==> config.mk <==
export PLATFORM = sky130hd
export DESIGN_NAME = rr_req_arbiter_flat
export DESIGN_NICKNAME = d
export VERILOG_FILES = /design/src/rtl/rr_arb_pkg.sv /design/src/rtl/rr_req_arbiter_if.sv /design/src/rtl/rr_pick4.sv /design/src/rtl/rr_req_arbiter.sv /design/src/flat_wrapper.sv
export SDC_FILE = /design/constraint.sdc
export NUM_CORES = 1
export LEC_CHECK = 0
export CELL_PAD_IN_SITES_DETAIL_PLACEMENT = 2
export CELL_PAD_IN_SITES_GLOBAL_PLACEMENT = 2
export CORE_MARGIN = 2
export CORE_UTILIZATION = 28
export DETAILED_ROUTE_END_ITERATION = 12
export GPL_TIMING_DRIVEN = 0
export PLACE_DENSITY_LB_ADDON = 0.1
export SETUP_SLACK_MARGIN = 0.4
export SKIP_CTS_REPAIR_TIMING = 1
export SKIP_LAST_GASP = 1
export SYNTH_ARGS = -nofsm -noshare
export SYNTH_HDL_FRONTEND = slang
export SYNTH_SLANG_ARGS = --single-unit
==> constraint.sdc <==
create_clock -name clk -period 2.64 [get_ports clk]
set_input_delay 0.66 -clock clk [delete_from_list [all_inputs] [get_ports clk]]
set_output_delay 0.66 -clock clk [all_outputs]
set_load 0.05 [all_outputs]
==> src/rtl/rr_arb_pkg.sv <==
// Shared types and helpers for the 4-way round-robin request arbiter.
package rr_arb_pkg;

   localparam int N_REQ = 4;
   localparam int ID_W  = 2;

   typedef enum logic {
      ARB_IDLE  = 1'b0,
      ARB_GRANT = 1'b1
   } arb_state_t;

   function automatic logic [N_REQ-1:0] onehot4(input logic [ID_W-1:0] id);
      return N_REQ'(1) << id;
   endfunction

endpackage

==> src/rtl/rr_req_arbiter_if.sv <==
// Request/grant bundle between the request sources and the round-robin arbiter.
interface rr_req_arbiter_if;
   import rr_arb_pkg::*;

   logic [N_REQ-1:0] req;
   logic             done;
   logic [N_REQ-1:0] gnt;
   logic [ID_W-1:0]  gnt_id;
   logic             gnt_valid;
   logic             timeout;

   modport master (
      output req, done,
      input  gnt, gnt_id, gnt_valid, timeout
   );

   modport slave (
      input  req, done,
      output gnt, gnt_id, gnt_valid, timeout
   );

endinterface

==> src/rtl/rr_pick4.sv <==
// Combinational round-robin winner search: first set request after last_id, wrapping mod 4.
module rr_pick4
   import rr_arb_pkg::*;
(
   input  logic [N_REQ-1:0] req,
   input  logic [ID_W-1:0]  last_id,
   output logic [ID_W-1:0]  win_id,
   output logic             win_valid
);

   logic [ID_W-1:0]  offset;
   logic [N_REQ-1:0] rot;
   logic [ID_W-1:0]  enc;

   assign offset = last_id + ID_W'(1);

   // rot[0] is the requester just after the previous owner, so a plain
   // lowest-index-first encode yields the round-robin choice.
   genvar gi;
   generate
      for (gi = 0; gi < N_REQ; gi++) begin : g_rot
         logic [ID_W-1:0] src;
         assign src     = ID_W'(gi) + offset;
         assign rot[gi] = req[src];
      end
   endgenerate

   always_comb begin
      enc = '0;
      for (int i = N_REQ - 1; i >= 0; i--) begin
         if (rot[i]) enc = ID_W'(i);
      end
   end

   assign win_id    = enc + offset;
   assign win_valid = |req;

endmodule

==> src/rtl/rr_req_arbiter.sv <==
// Round-robin arbiter for 4 requesters with grant held until done/req drop.
// Define RR_ARB_TIMEOUT_EN to add the MAX_HOLD forced release and timeout pulse.
module rr_req_arbiter
   import rr_arb_pkg::*;
#(
   parameter int MAX_HOLD = 16
) (
   input  logic              clk,
   input  logic              rst,
   rr_req_arbiter_if.slave   bus
);

   generate
      if (MAX_HOLD < 2 || MAX_HOLD > 255) begin : g_bad_hold
         $error("rr_req_arbiter: MAX_HOLD must be in 2..255");
      end
   endgenerate

   arb_state_t       state_reg,   state_next;
   logic [N_REQ-1:0] gnt_reg,     gnt_next;
   logic [ID_W-1:0]  gnt_id_reg,  gnt_id_next;
   logic [ID_W-1:0]  last_id_reg, last_id_next;
   logic [ID_W-1:0]  win_id;
   logic             win_valid;
   logic             owner_drop;
   logic             limit_hit;

`ifdef RR_ARB_TIMEOUT_EN
   logic [7:0] hold_cnt_reg, hold_cnt_next;
   logic       timeout_reg,  timeout_next;

   assign limit_hit = (hold_cnt_reg == 8'(MAX_HOLD - 1));
`else
   assign limit_hit = 1'b0;
`endif

   rr_pick4 u_pick (
      .req       (bus.req),
      .last_id   (last_id_reg),
      .win_id    (win_id),
      .win_valid (win_valid)
   );

   assign owner_drop = ~bus.req[gnt_id_reg];

   always_ff @(posedge clk or posedge rst) begin
      if (rst) begin
         state_reg   <= ARB_IDLE;
         gnt_reg     <= '0;
         gnt_id_reg  <= '0;
         last_id_reg <= ID_W'(N_REQ - 1);
`ifdef RR_ARB_TIMEOUT_EN
         hold_cnt_reg <= '0;
         timeout_reg  <= 1'b0;
`endif
      end else begin
         state_reg   <= state_next;
         gnt_reg     <= gnt_next;
         gnt_id_reg  <= gnt_id_next;
         last_id_reg <= last_id_next;
`ifdef RR_ARB_TIMEOUT_EN
         hold_cnt_reg <= hold_cnt_next;
         timeout_reg  <= timeout_next;
`endif
      end
   end

   always_comb begin
      state_next   = state_reg;
      gnt_next     = gnt_reg;
      gnt_id_next  = gnt_id_reg;
      last_id_next = last_id_reg;
`ifdef RR_ARB_TIMEOUT_EN
      hold_cnt_next = hold_cnt_reg;
      timeout_next  = 1'b0;
`endif
      case (state_reg)
         ARB_IDLE: begin
            gnt_next    = '0;
            gnt_id_next = '0;
            if (win_valid) begin
               state_next  = ARB_GRANT;
               gnt_next    = onehot4(win_id);
               gnt_id_next = win_id;
`ifdef RR_ARB_TIMEOUT_EN
               hold_cnt_next = '0;
`endif
            end
         end
         ARB_GRANT: begin
`ifdef RR_ARB_TIMEOUT_EN
            hold_cnt_next = (hold_cnt_reg == 8'hFF) ? hold_cnt_reg : hold_cnt_reg + 8'd1;
`endif
            if (bus.done || owner_drop || limit_hit) begin
               state_next   = ARB_IDLE;
               gnt_next     = '0;
               gnt_id_next  = '0;
               last_id_next = gnt_id_reg;
`ifdef RR_ARB_TIMEOUT_EN
               // A forced release only reports timeout when nothing else released it.
               timeout_next = limit_hit && !bus.done && !owner_drop;
`endif
            end
         end
         default: state_next = ARB_IDLE;
      endcase
   end

   assign bus.gnt       = gnt_reg;
   assign bus.gnt_id    = gnt_id_reg;
   assign bus.gnt_valid = |gnt_reg;
`ifdef RR_ARB_TIMEOUT_EN
   assign bus.timeout   = timeout_reg;
`else
   assign bus.timeout   = 1'b0;
`endif

endmodule

==> src/flat_wrapper.sv <==
// flat-port wrapper written by rule: the top's interface ports become plain ports
module rr_req_arbiter_flat import rr_arb_pkg::*;
#(
   parameter int MAX_HOLD = 16
)
  (clk, rst, bus_req, bus_done, bus_gnt, bus_gnt_id, bus_gnt_valid, bus_timeout);
  rr_req_arbiter_if bus_i ();
  input  logic clk;
  input  logic rst;
  input wire logic [$bits(bus_i.req)-1:0] bus_req;
  input wire logic [$bits(bus_i.done)-1:0] bus_done;
  output wire logic [$bits(bus_i.gnt)-1:0] bus_gnt;
  output wire logic [$bits(bus_i.gnt_id)-1:0] bus_gnt_id;
  output wire logic [$bits(bus_i.gnt_valid)-1:0] bus_gnt_valid;
  output wire logic [$bits(bus_i.timeout)-1:0] bus_timeout;
  assign bus_i.req = bus_req;
  assign bus_i.done = bus_done;
  assign bus_gnt = bus_i.gnt;
  assign bus_gnt_id = bus_i.gnt_id;
  assign bus_gnt_valid = bus_i.gnt_valid;
  assign bus_timeout = bus_i.timeout;
  rr_req_arbiter #(.MAX_HOLD(MAX_HOLD)) u_core (.clk(clk), .rst(rst), .bus(bus_i));
endmodule
==> results.py, run 1 <==
metrics = {
    "synthesis": {
        "synth_fp_nets": 72,
        "synthAdderAreaFrac_pct": 2.05,
        "synth-edff-count": 0,
        "synthMuxAreaShare_pct": 9.65,
        "synth_flop_cell": "dfrtp_1",
        "synthSimpleGateAreaFrac_pct": 19.9,
        "synth-async-reset-ratio_pct": 100,
        "syn_area_um2": 609,
        "yosys.cell_types.count": 31,
        "synth_seq_cells": 9,
        "yosys_warnings": 0,
        "synth_top_family_by_area": "simple AND/OR/NAND/NOR gates",
        "synth_xor_area_share_pct": 5.54,
        "ys_seq_area_share_pct": 37.4,
        "synth-compound-area-share_pct": 18.9,
        "syn_avg_cell_area_um2": 9.52,
        "netlist_instances": 64,
    },
    "setup_path": {
        "path_class": "input port to flip-flop",
        "cp-start-kind": "input port",
        "worstSetupEndpoint": "u_core.bus.gnt[2]",
        "cp_cell_sequence": "dlymetal6s2s_1 -> nor2_1 -> o21ai_0 -> o221ai_1 -> ha_2 -> xnor2_2 -> xnor2_2 -> xnor2_2 -> a32o_2",
        "r2r_cells": 10,
        "critical_path.most_common_cell": "xnor2_2",
        "cp_slowest_cell": "a32o_2",
        "endpoint_kind": "flip-flop",
        "slowest_delay_ns": 0.28,
        "cp.arrival_ns": 2.46,
        "path_max_fanout": 8,
        "r2r-start": "u_core.last_id_reg[0]",
        "worstReg2RegEnd": "u_core.bus.gnt[2]",
        "cp.required_ns": 2.80,
        "crit_start": "bus_req[3]",
        "r2r_slack_ns": 0.40,
    },
    "timing": {
        "fin_crit_ns": 2.30,
        "rsz0062_at_grt": "yes",
        "relSlewSlack_pct": 66.3,
        "tightest_slew_ns": 0.504,
        "fin_hold_ws_ns": 0.521,
        "slew_violations": 0,
        "fin_skew_ns": 0.00903,
        "setup_viol": 0,
        "max_clock_freq_mhz": 435,
        "min_period_over_period_pct": 87.0,
        "hold_violations": 0,
    },
    "clocking": {
        "insertion_delay_ns": 0.27,
        "cts_root_buf": "clkbuf_4",
        "htreeDepth": 1,
        "cts.sinks": 9,
        "cts_tree": "built",
        "clock_path_buffers": 2,
        "cts_made_buffers": 3,
        "path_clk_slew_ns": 0.07,
    },
    "drt": {
        "drt_iter0_drc": 3,
        "drc": 0,
        "routed_wl_um": 1800,
        "via_count": 574,
        "routed_via_density": 5.04,
        "dr.pass1.iters": 3,
        "wl_per_cell_um": 15.8,
        "ant_nets": 0,
    },
    "finish": {
        "largest_register_ff_count": 4,
        "nets": 96,
        "multi_input_area_um2": 365,
        "layout_commonest_cell": "nand2_1",
        "antenna_cells": 0,
        "regArea_um2": 228,
        "n_fill_cell": 226,
        "final_util_pct": 43.1,
        "synthToLayoutAreaGrowth_pct": 41.7,
        "drive_above_1_share_pct": 34.5,
        "final_cell_mix": "nand2_1 (9), clkdlybuf4s50_1 (8), buf_4 (7), dfrtp_1 (7), inv_1 (5)",
    },
    "power": {
        "combPwrFrac_pct": 68.1,
        "switching_power_uw": 500,
        "vdd_drop_max_mv": 0.521,
        "switching_share_pct": 45.7,
        "p_leak_nw": 0.411,
        "power_density_mw_per_mm2": 1270,
        "internal_power_uw": 593,
        "p_clk_share_pct": 10.0,
        "p_seq_share_pct": 21.9,
    },
    "floorplan": {
        "die-width_um": 50.7,
        "core-area_mm2": 0.00200,
        "ioPinCount": 15,
        "rows": 16,
        "die_h_um": 50.7,
        "die_area_mm2": 0.00257,
        "start_util_pct": 30.4,
    },
    "flow_run": {
        "max_cap_viol_count": 0,
    },
    "hold_path": {
        "hold_class": "flip-flop to flip-flop",
    },
    "placed_design": {
        "routabilityCongestion": 0.706,
        "io_buffers": 13,
        "place_hpwl_um": 1270,
    },
    "global_routing": {
        "overflow": 0,
        "grt_pass1_wl_um": 2730,
        "grt_pass1_vias": 571,
        "grt_usage_pct": 14.2,
        "grt_start_max_net_pins": 11,
        "antenna_found_initial": 0,
    },
    "outcome": {
        "outcome": "complete, no violations",
    },
}
[Yosys cell counts (3+ instances only)]
library cell,count,area share [%]
nor2_1,5,3.1
dfrtp_1,7,29
nand2_1,9,5.5
o21ai_0,3,2.5
nand2b_1,3,3.1
inv_1,5,3.1
[stage by stage]
stage,setup slack (ns),instance area (µm²),std cells,power (mW),setup TNS (ns)
after CTS,-0.0985,800,108,0.991,-0.232
after detailed placement,-0.364,773,104,0.878,-1.53
after global routing,0.233,863,114,1.17,0
after global placement,-0.352,773,104,0.862,-1.45
after floorplan,0.484,609,64,0.696,0
final,0.344,863,114,1.09,0
[how the worst min path moves through the flow]
stage | startpoint | end | cells after the start | slack [ns]
floorplan | rst | u_core.bus.gnt[0] | 1 | 0.49
global placement | u_core.bus.gnt[2] | u_core.bus.gnt[2] | 1 | 0.50
detailed placement | u_core.bus.gnt[3] | u_core.bus.gnt[3] | 1 | 0.51
CTS | u_core.bus.gnt[3] | u_core.bus.gnt[3] | 1 | 0.52
global route | u_core.bus.gnt[3] | u_core.bus.gnt[3] | 1 | 0.55
finish | u_core.bus.gnt[3] | u_core.bus.gnt[3] | 1 | 0.52
[layer usage]
metal / track usage (%) / vias to the layer above / share of wire, %
met1: 19.6 / 289 / 46
li1: - / 272 / -
met2: 21.5 / 11 / 50
met5: 0 / - / 0
met4: 5.41 / 0 / 0.72
met3: 3.27 / 2 / 3.9
[power by group through the flow]
stage	combinational [mW]	sequential (mW)	clock, mW
5_1_grt	0.803	0.246	0.121
6_report	0.744	0.239	0.110
3_3_place_gp	0.623	0.238	0
3_5_place_dp	0.635	0.243	0
2_1_floorplan	0.378	0.318	0
4_1_cts	0.640	0.241	0.110
[worst max-delay path: cells and delay by family]
kind / cells / cell delay, ns
compound gates: 3 / 0.67
xor+xnor: 3 / 0.45
fa+ha+maj: 1 / 0.23
buf+inv: 1 / 0.20
simple gates: 1 / 0.23
[layout make-up]
type                            instances  area share [%]
Sequential cell                         9            26.4
Clock buffer                            4            3.04
Timing Repair Buffer                   19            19.1
Tap cell                               27            3.91
Inverter                                5            2.17
Buffer                                  3            3.04
Multi-Input combinational cell         47            42.3
[cell families (layout without fill, tap and decap cells)]
logic type / count (synthesis) / in the layout
DFF: 9 / 9
other: 1 / 1
adders and majority gates: 1 / 1
muxes: 4 / 4
and+or+nand+nor: 24 / 24
xor gates and xnor gates: 3 / 3
AOI/OAI and AO/OA: 14 / 14
buffers and inverters: 8 / 31
(Power assumes the default switching activity.)
==> inputs of run 2 (changes only) <==
--- a/config.mk
+++ b/config.mk
@@ -11,6 +11,7 @@
 export CORE_UTILIZATION = 28
 export DETAILED_ROUTE_END_ITERATION = 12
 export GPL_TIMING_DRIVEN = 0
+export HOLD_SLACK_MARGIN = 0.06
 export PLACE_DENSITY_LB_ADDON = 0.1
 export SETUP_SLACK_MARGIN = 0.4
 export SKIP_CTS_REPAIR_TIMING = 1
==> results of run 2 <==
Same layout as run 1: the final DEF is identical, and so are final timing and power.
